<file path="src/rtl/uart_rx.sv">
// -----------------------------------------------------------------------------
// uart_rx
//
// UART receiver. Recovers serial frames from the asynchronous rx line using the
// oversample tick from the baud generator. It validates the start bit, shifts in
// LSB-first data, and optionally checks a parity bit. It samples the stop bit
// and hands each word to the downstream consumer over a valid/ready interface.
//
// Ports:
//   clk         system clock
//   rst         synchronous, active-high reset (overrides everything)
//   b_clk       oversample tick, one clk wide, OVS ticks per bit period
//   rx          asynchronous serial input, idle high
//   rx_data     received word (stable while rx_valid is held)
//   rx_valid    rx_data and its status flags are valid
//   rx_ready    consumer accepts the word this cycle
//   frame_err   stop bit was sampled low for the word on rx_data
//   parity_err  parity mismatch for the word on rx_data
//   overrun     sticky; a finished frame was dropped because rx_valid was held
//   busy        receiver is somewhere in a frame (not IDLE)
// -----------------------------------------------------------------------------
module uart_rx #(
  parameter int unsigned DATA_W     = 8,     // data bits per frame, 5..9
  parameter int unsigned OVS        = 16,    // ticks per bit, even, >= 4
  parameter bit          PARITY_EN  = 1'b0,  // parity bit follows the data
  parameter bit          PARITY_ODD = 1'b0   // 1: odd parity, 0: even parity
) (
  input  logic              clk,
  input  logic              rst,
  input  logic              b_clk,
  input  logic              rx,
  output logic [DATA_W-1:0] rx_data,
  output logic              rx_valid,
  input  logic              rx_ready,
  output logic              frame_err,
  output logic              parity_err,
  output logic              overrun,
  output logic              busy
);

  localparam int unsigned CNT_W = $clog2(OVS);
  localparam int unsigned IDX_W = $clog2(DATA_W + 1);

  // Start bit is checked at its midpoint. Every later state then runs one full
  // bit period, so each of its samples also falls mid-bit.
  localparam logic [CNT_W-1:0] CNT_HALF = CNT_W'(OVS / 2 - 1);
  localparam logic [CNT_W-1:0] CNT_LAST = CNT_W'(OVS - 1);
  localparam logic [IDX_W-1:0] IDX_LAST = IDX_W'(DATA_W - 1);

  typedef enum logic [2:0] {
    ST_IDLE,
    ST_START,
    ST_DATA,
    ST_PARITY,
    ST_STOP
  } state_e;

  // ---------------------------------------------------------------------------
  // Registers
  // ---------------------------------------------------------------------------
  logic [1:0]        sync_q;            // [0] metastable stage, [1] = rxs
  logic              rxs;

  state_e            state_q,  state_d;
  logic [CNT_W-1:0]  cnt_q,    cnt_d;
  logic [IDX_W-1:0]  idx_q,    idx_d;
  logic [DATA_W-1:0] shift_q,  shift_d;
  logic              perr_q,   perr_d;  // parity result of the frame in flight
  logic              armed_q,  armed_d;

  logic [DATA_W-1:0] data_q,   data_d;
  logic              valid_q,  valid_d;
  logic              ferr_q,   ferr_d;
  logic              par_q,    par_d;
  logic              ovr_q,    ovr_d;

  logic              complete;          // stop-bit sample tick this cycle
  logic              xfer;              // handshake completes this cycle

  assign rxs  = sync_q[1];
  assign xfer = valid_q && rx_ready;

  // ---------------------------------------------------------------------------
  // Next-state logic
  // ---------------------------------------------------------------------------
  always_comb begin
    // NOTE: every signal gets a default first. Otherwise a path that does not
    // assign it would infer a latch.
    state_d  = state_q;
    cnt_d    = cnt_q;
    idx_d    = idx_q;
    shift_d  = shift_q;
    perr_d   = perr_q;
    armed_d  = armed_q | rxs;
    data_d   = data_q;
    valid_d  = valid_q;
    ferr_d   = ferr_q;
    par_d    = par_q;
    ovr_d    = ovr_q;
    complete = 1'b0;

    unique case (state_q)
      ST_IDLE: begin
        // armed blocks a line that is still low (break) from starting a frame.
        if (armed_q && !rxs) begin
          state_d = ST_START;
          cnt_d   = '0;
          armed_d = 1'b0;
        end
      end

      ST_START: begin
        if (b_clk) begin
          if (cnt_q == CNT_HALF) begin
            cnt_d = '0;
            if (!rxs) begin
              state_d = ST_DATA;
              idx_d   = '0;
              perr_d  = 1'b0;
            end else begin
              // Glitch shorter than half a bit: false start, no output change.
              state_d = ST_IDLE;
            end
          end else begin
            cnt_d = cnt_q + 1'b1;
          end
        end
      end

      ST_DATA: begin
        if (b_clk) begin
          if (cnt_q == CNT_LAST) begin
            cnt_d   = '0;
            shift_d = {rxs, shift_q[DATA_W-1:1]};   // LSB arrives first
            idx_d   = idx_q + 1'b1;
            if (idx_q == IDX_LAST) begin
              state_d = PARITY_EN ? ST_PARITY : ST_STOP;
            end
          end else begin
            cnt_d = cnt_q + 1'b1;
          end
        end
      end

      ST_PARITY: begin
        if (b_clk) begin
          if (cnt_q == CNT_LAST) begin
            cnt_d   = '0;
            perr_d  = ((^shift_q) ^ rxs) != PARITY_ODD;
            state_d = ST_STOP;
          end else begin
            cnt_d = cnt_q + 1'b1;
          end
        end
      end

      ST_STOP: begin
        if (b_clk) begin
          if (cnt_q == CNT_LAST) begin
            // Leaving at mid-stop leaves half a bit to catch the next start.
            cnt_d    = '0;
            state_d  = ST_IDLE;
            complete = 1'b1;
            // A low stop bit may be the start of a break. Disarm so the line
            // must go high before another frame can start.
            if (!rxs) begin
              armed_d = 1'b0;
            end
          end else begin
            cnt_d = cnt_q + 1'b1;
          end
        end
      end

      default: begin
        state_d = ST_IDLE;
        cnt_d   = '0;
      end
    endcase

    // Output register / handshake. A completion that coincides with a transfer
    // counts as a delivery, so it clears overrun instead of setting it.
    if (complete) begin
      if (!valid_q || rx_ready) begin
        data_d  = shift_q;
        ferr_d  = !rxs;
        par_d   = perr_q;
        valid_d = 1'b1;
        if (xfer) begin
          ovr_d = 1'b0;
        end
      end else begin
        ovr_d = 1'b1;
      end
    end else if (xfer) begin
      valid_d = 1'b0;
      ovr_d   = 1'b0;
    end
  end

  // ---------------------------------------------------------------------------
  // State registers
  // ---------------------------------------------------------------------------
  always_ff @(posedge clk) begin
    // NOTE: sequential state uses non-blocking assignments. Every flop then
    // samples pre-edge values, and the result does not depend on the order of
    // evaluation.
    if (rst) begin
      sync_q  <= 2'b11;
      state_q <= ST_IDLE;
      cnt_q   <= '0;
      idx_q   <= '0;
      shift_q <= '0;
      perr_q  <= 1'b0;
      armed_q <= 1'b0;
      data_q  <= '0;
      valid_q <= 1'b0;
      ferr_q  <= 1'b0;
      par_q   <= 1'b0;
      ovr_q   <= 1'b0;
    end else begin
      sync_q  <= {sync_q[0], rx};
      state_q <= state_d;
      cnt_q   <= cnt_d;
      idx_q   <= idx_d;
      shift_q <= shift_d;
      perr_q  <= perr_d;
      armed_q <= armed_d;
      data_q  <= data_d;
      valid_q <= valid_d;
      ferr_q  <= ferr_d;
      par_q   <= par_d;
      ovr_q   <= ovr_d;
    end
  end

  assign rx_data    = data_q;
  assign rx_valid   = valid_q;
  assign frame_err  = ferr_q;
  assign parity_err = par_q;
  assign overrun    = ovr_q;
  assign busy       = (state_q != ST_IDLE);

  // A word offered to the consumer must not change or vanish before it is taken.
  a_hold_until_xfer : assert property (
    @(posedge clk) disable iff (rst)
      (rx_valid && !rx_ready) |=> (rx_valid && $stable(rx_data))
  );

endmodule

</file>
<file path="config.mk">
export PLATFORM = sky130hd
export DESIGN_NAME = uart_rx
export DESIGN_NICKNAME = d
export VERILOG_FILES = /design/src/rtl/uart_rx.sv
export SDC_FILE = /design/constraint.sdc
export NUM_CORES = 1
export LEC_CHECK = 0
export CORE_UTILIZATION = 35
export DETAILED_ROUTE_END_ITERATION = 7
export SLEW_MARGIN = 0
export SYNTH_ARGS = -nofsm -noshare
export SYNTH_HDL_FRONTEND = slang
export SYNTH_SLANG_ARGS = --single-unit
</file>
<file path="constraint.sdc">
create_clock -name clk -period 1.8 [get_ports clk]
set_clock_uncertainty 0.2 [all_clocks]
set_input_delay 0.36 -clock clk [delete_from_list [all_inputs] [get_ports clk]]
set_output_delay 0.36 -clock clk [all_outputs]
set_load 0.01 [all_outputs]
</file>
==> flow_metrics.tcl <==
set metrics [dict create \
    place_congestion 0.8401 \
    grt_max_degree 17 \
    drt_first_pass_iters 4 \
    grt.total_usage 0.1490 \
    synth-edff-count 0 \
    tightest_slew_ns 0.4249 \
    syn2layout_area_growth_pct 31.75 \
    drtIter0Drc 127 \
    crit_start "cnt_q[1]$_SDFFE_PP0P_" \
    p_per_area_nw_per_um2 657.2 \
    crit_family "simple AND/OR/NAND/NOR gates" \
    synth_fp_nets 183 \
    final_max_slew_viol_count 0 \
    nets 221 \
    cts_made_buffers 5 \
    gr-total-overflow 0 \
    antennaDiodeCount 0 \
    vias 1400 \
    ys_ff_latch 35 \
    avgSynthCellArea_um2 9.157 \
    crit_path_start_kind "register" \
    clk_latency_ns 0.28 \
    post-route-period-util 0.9611 \
    cts_max_path_buffers 2 \
    io_pins 18 \
    status "completed" \
    grt_setup_unrepaired "true" \
    start_util 0.3676 \
    path_max_fanout 7 \
    die_y_um 69.86 \
    path_clk_slew_ns 0.07 \
    coreArea_um2 4384 \
    cts_max_level 2 \
    crit_buf_inv 1 \
    grt_pass1_vias 1301 \
    p_leak_nw 0.8569 \
    placed_cell_area_um2 1967 \
    critical_path_class "register to register" \
    synth_cell_types 39 \
    ys_warn_count 0 \
    final_util 0.4843 \
    grt_first_pass_wirelength_um 5823 \
    io_buffers 17 \
    syn-cell-area_um2 1612 \
    relSlewSlack 0.7168 \
    cp_cell_sequence "ha_4, nand4_1, nor3_2, buf_6, mux2i_1, nor2_1" \
    wire_per_inst_um 13.03 \
    cap_viol_max_count 0 \
    cp.required_ns 1.77 \
    final_area_um2 2123 \
    hpwl_um 2497 \
    totalWireLength_um 3480 \
    ir_drop_mv 0.5277 \
    ctsHoldBuffers 0 \
    slowest_delay_ns 0.37 \
    synthArstFlopShare 0 \
    r2r_start "cnt_q[1]$_SDFFE_PP0P_" \
    avgViaCountPerCell 5.243 \
    hold_viol 0 \
    drive_above_1_share 0.2233 \
    ant_nets 0 \
    die_x_um 69.86 \
    cts_tree "built" \
    yosysSeqAreaShare 0.4348 \
    finalSetupViolCount 0 \
    rows 24 \
    hold_start "sync_q[0]$_SDFF_PP1_" \
    drc 0 \
    antenna_found_initial 0 \
    endpoint_kind "register" \
    arrival_ns 1.70 \
    die_area_um2 4880 \
    max_freq_mhz 578.0 \
    ys.flop_type "dfxtp_1" \
    netlist_instances 176 \
    total_power_w 0.001395 \
    hold_class "register to register" \
    cp_slowest_cell "dfxtp_2" \
    finalCriticalPeriod_ns 1.730 \
    clock-sinks 35 \
    cts-root-buf "clkbuf_8" \
]
==> state kept, by name, summed over array words and instances (netlist names) <==
| register | flops |
|---|---|
| cnt_q | 4 |
| overrun | 1 |
| sync_q | 2 |
| frame_err | 1 |
| idx_q | 4 |
| parity_err | 1 |
| shift_q | 8 |
| state_q | 3 |
| rx_valid | 1 |
| rx_data | 8 |
| perr_q | 1 |
| armed_q | 1 |
==> synthesized netlist by cell type (2+ instances only) <==
master,count,area share
nand3_1,7,0.022
a21oi_1,10,0.031
a31oi_1,2,0.0078
xnor2_1,7,0.038
inv_1,5,0.012
nand4_1,4,0.016
nand2b_1,4,0.016
nand2_1,6,0.014
or2_2,2,0.0078
xor2_1,2,0.011
nand3b_1,2,0.0093
dfxtp_1,35,0.43
and3_1,3,0.012
nor4_1,5,0.019
nor3_1,5,0.016
or3_1,2,0.0078
nand4b_1,2,0.011
buf_2,3,0.0093
nor2_1,22,0.051
ha_1,2,0.016
clkbuf_1,6,0.014
o21ai_0,6,0.019
mux2i_1,18,0.11
==> metrics by stage <==
step                worst slack, ns  hold slack [ns]  cells   TNS, ns
floorplan                  0.009036           0.1895    176         0
global placement            -0.2467           0.2027    257    -6.020
detailed placement          -0.2922           0.2013    257    -6.349
CTS                        0.002114           0.2190    265         0
global route               -0.02885           0.2209    267  -0.07741
finish                      0.06996           0.2149    267         0
==> final cells by class <==
class                      instances  area, um^2
sequential                        35       708.2
multi-input combinational        126       892.1
inverter                           5       18.77
fill                             410        2261
tap                               52       65.06
timing repair buffer              41       354.1
clock inverter                     2       12.51
clock buffer                       6       72.57
==> cells in the final DEF (no fill, tap or decap), types with 6 or more instances in the layout <==
cell | synthesis | routed
xnor2_1 | 7 | 7
a21oi_1 | 10 | 9
dfxtp_1 | 35 | 29
buf_4 | 1 | 23
nand3_1 | 7 | 7
nor2_1 | 22 | 22
mux2i_1 | 18 | 18
dfxtp_2 | 0 | 6
clkdlybuf4s50_1 | 0 | 14
nand2_1 | 6 | 6
==> worst paths after layout <==
path                        endpoint  slack [ns]  cells past startpoint
max reg2reg  shift_q[7]$_SDFFE_PP0P_        0.07                      6
min             sync_q[1]$_SDFF_PP1_        0.21                      1
min reg2reg     sync_q[1]$_SDFF_PP1_        0.21                      1
max          shift_q[7]$_SDFFE_PP0P_        0.07                      6
==> logic make-up after synthesis <==
| family | after synthesis | share of synthesized area |
|---|---|---|
| AND/OR/NAND/NOR | 70 | 0.2360 |
| flip-flops | 35 | 0.4348 |
| AO/OA/AOI/OAI | 26 | 0.09939 |
| multiplexers | 18 | 0.1118 |
| buffers and inverters | 15 | 0.03960 |
| XOR/XNOR | 10 | 0.06289 |
| adder cells (fa/ha/maj) | 2 | 0.01553 |
==> layer usage <==
metal	GRT usage	wire length, um	share of wire
met2	0.2489	1701	0.49
met4	0.04222	14	0.0040
met5	0	0	0
met3	0.04762	172	0.049
met1	0.1836	1592	0.46
==> timing repair <==
action                                  4_1_cts  5_1_grt
cloned                                        0        1
endpoints found under the setup margin        6       20
pin swaps                                     1        5
hold endpoints to repair                      0        0
gates resized for setup                       5       18
setup buffers                                 0        1
==> power breakdown <==
part           switching, W  internal (W)  total (W)
clock              0.000282      0.000270   0.000552
combinational     0.0000317     0.0000299  0.0000616
sequential       0.00000327      0.000779   0.000782
Note: power is estimated with default switching activity, not from simulation.
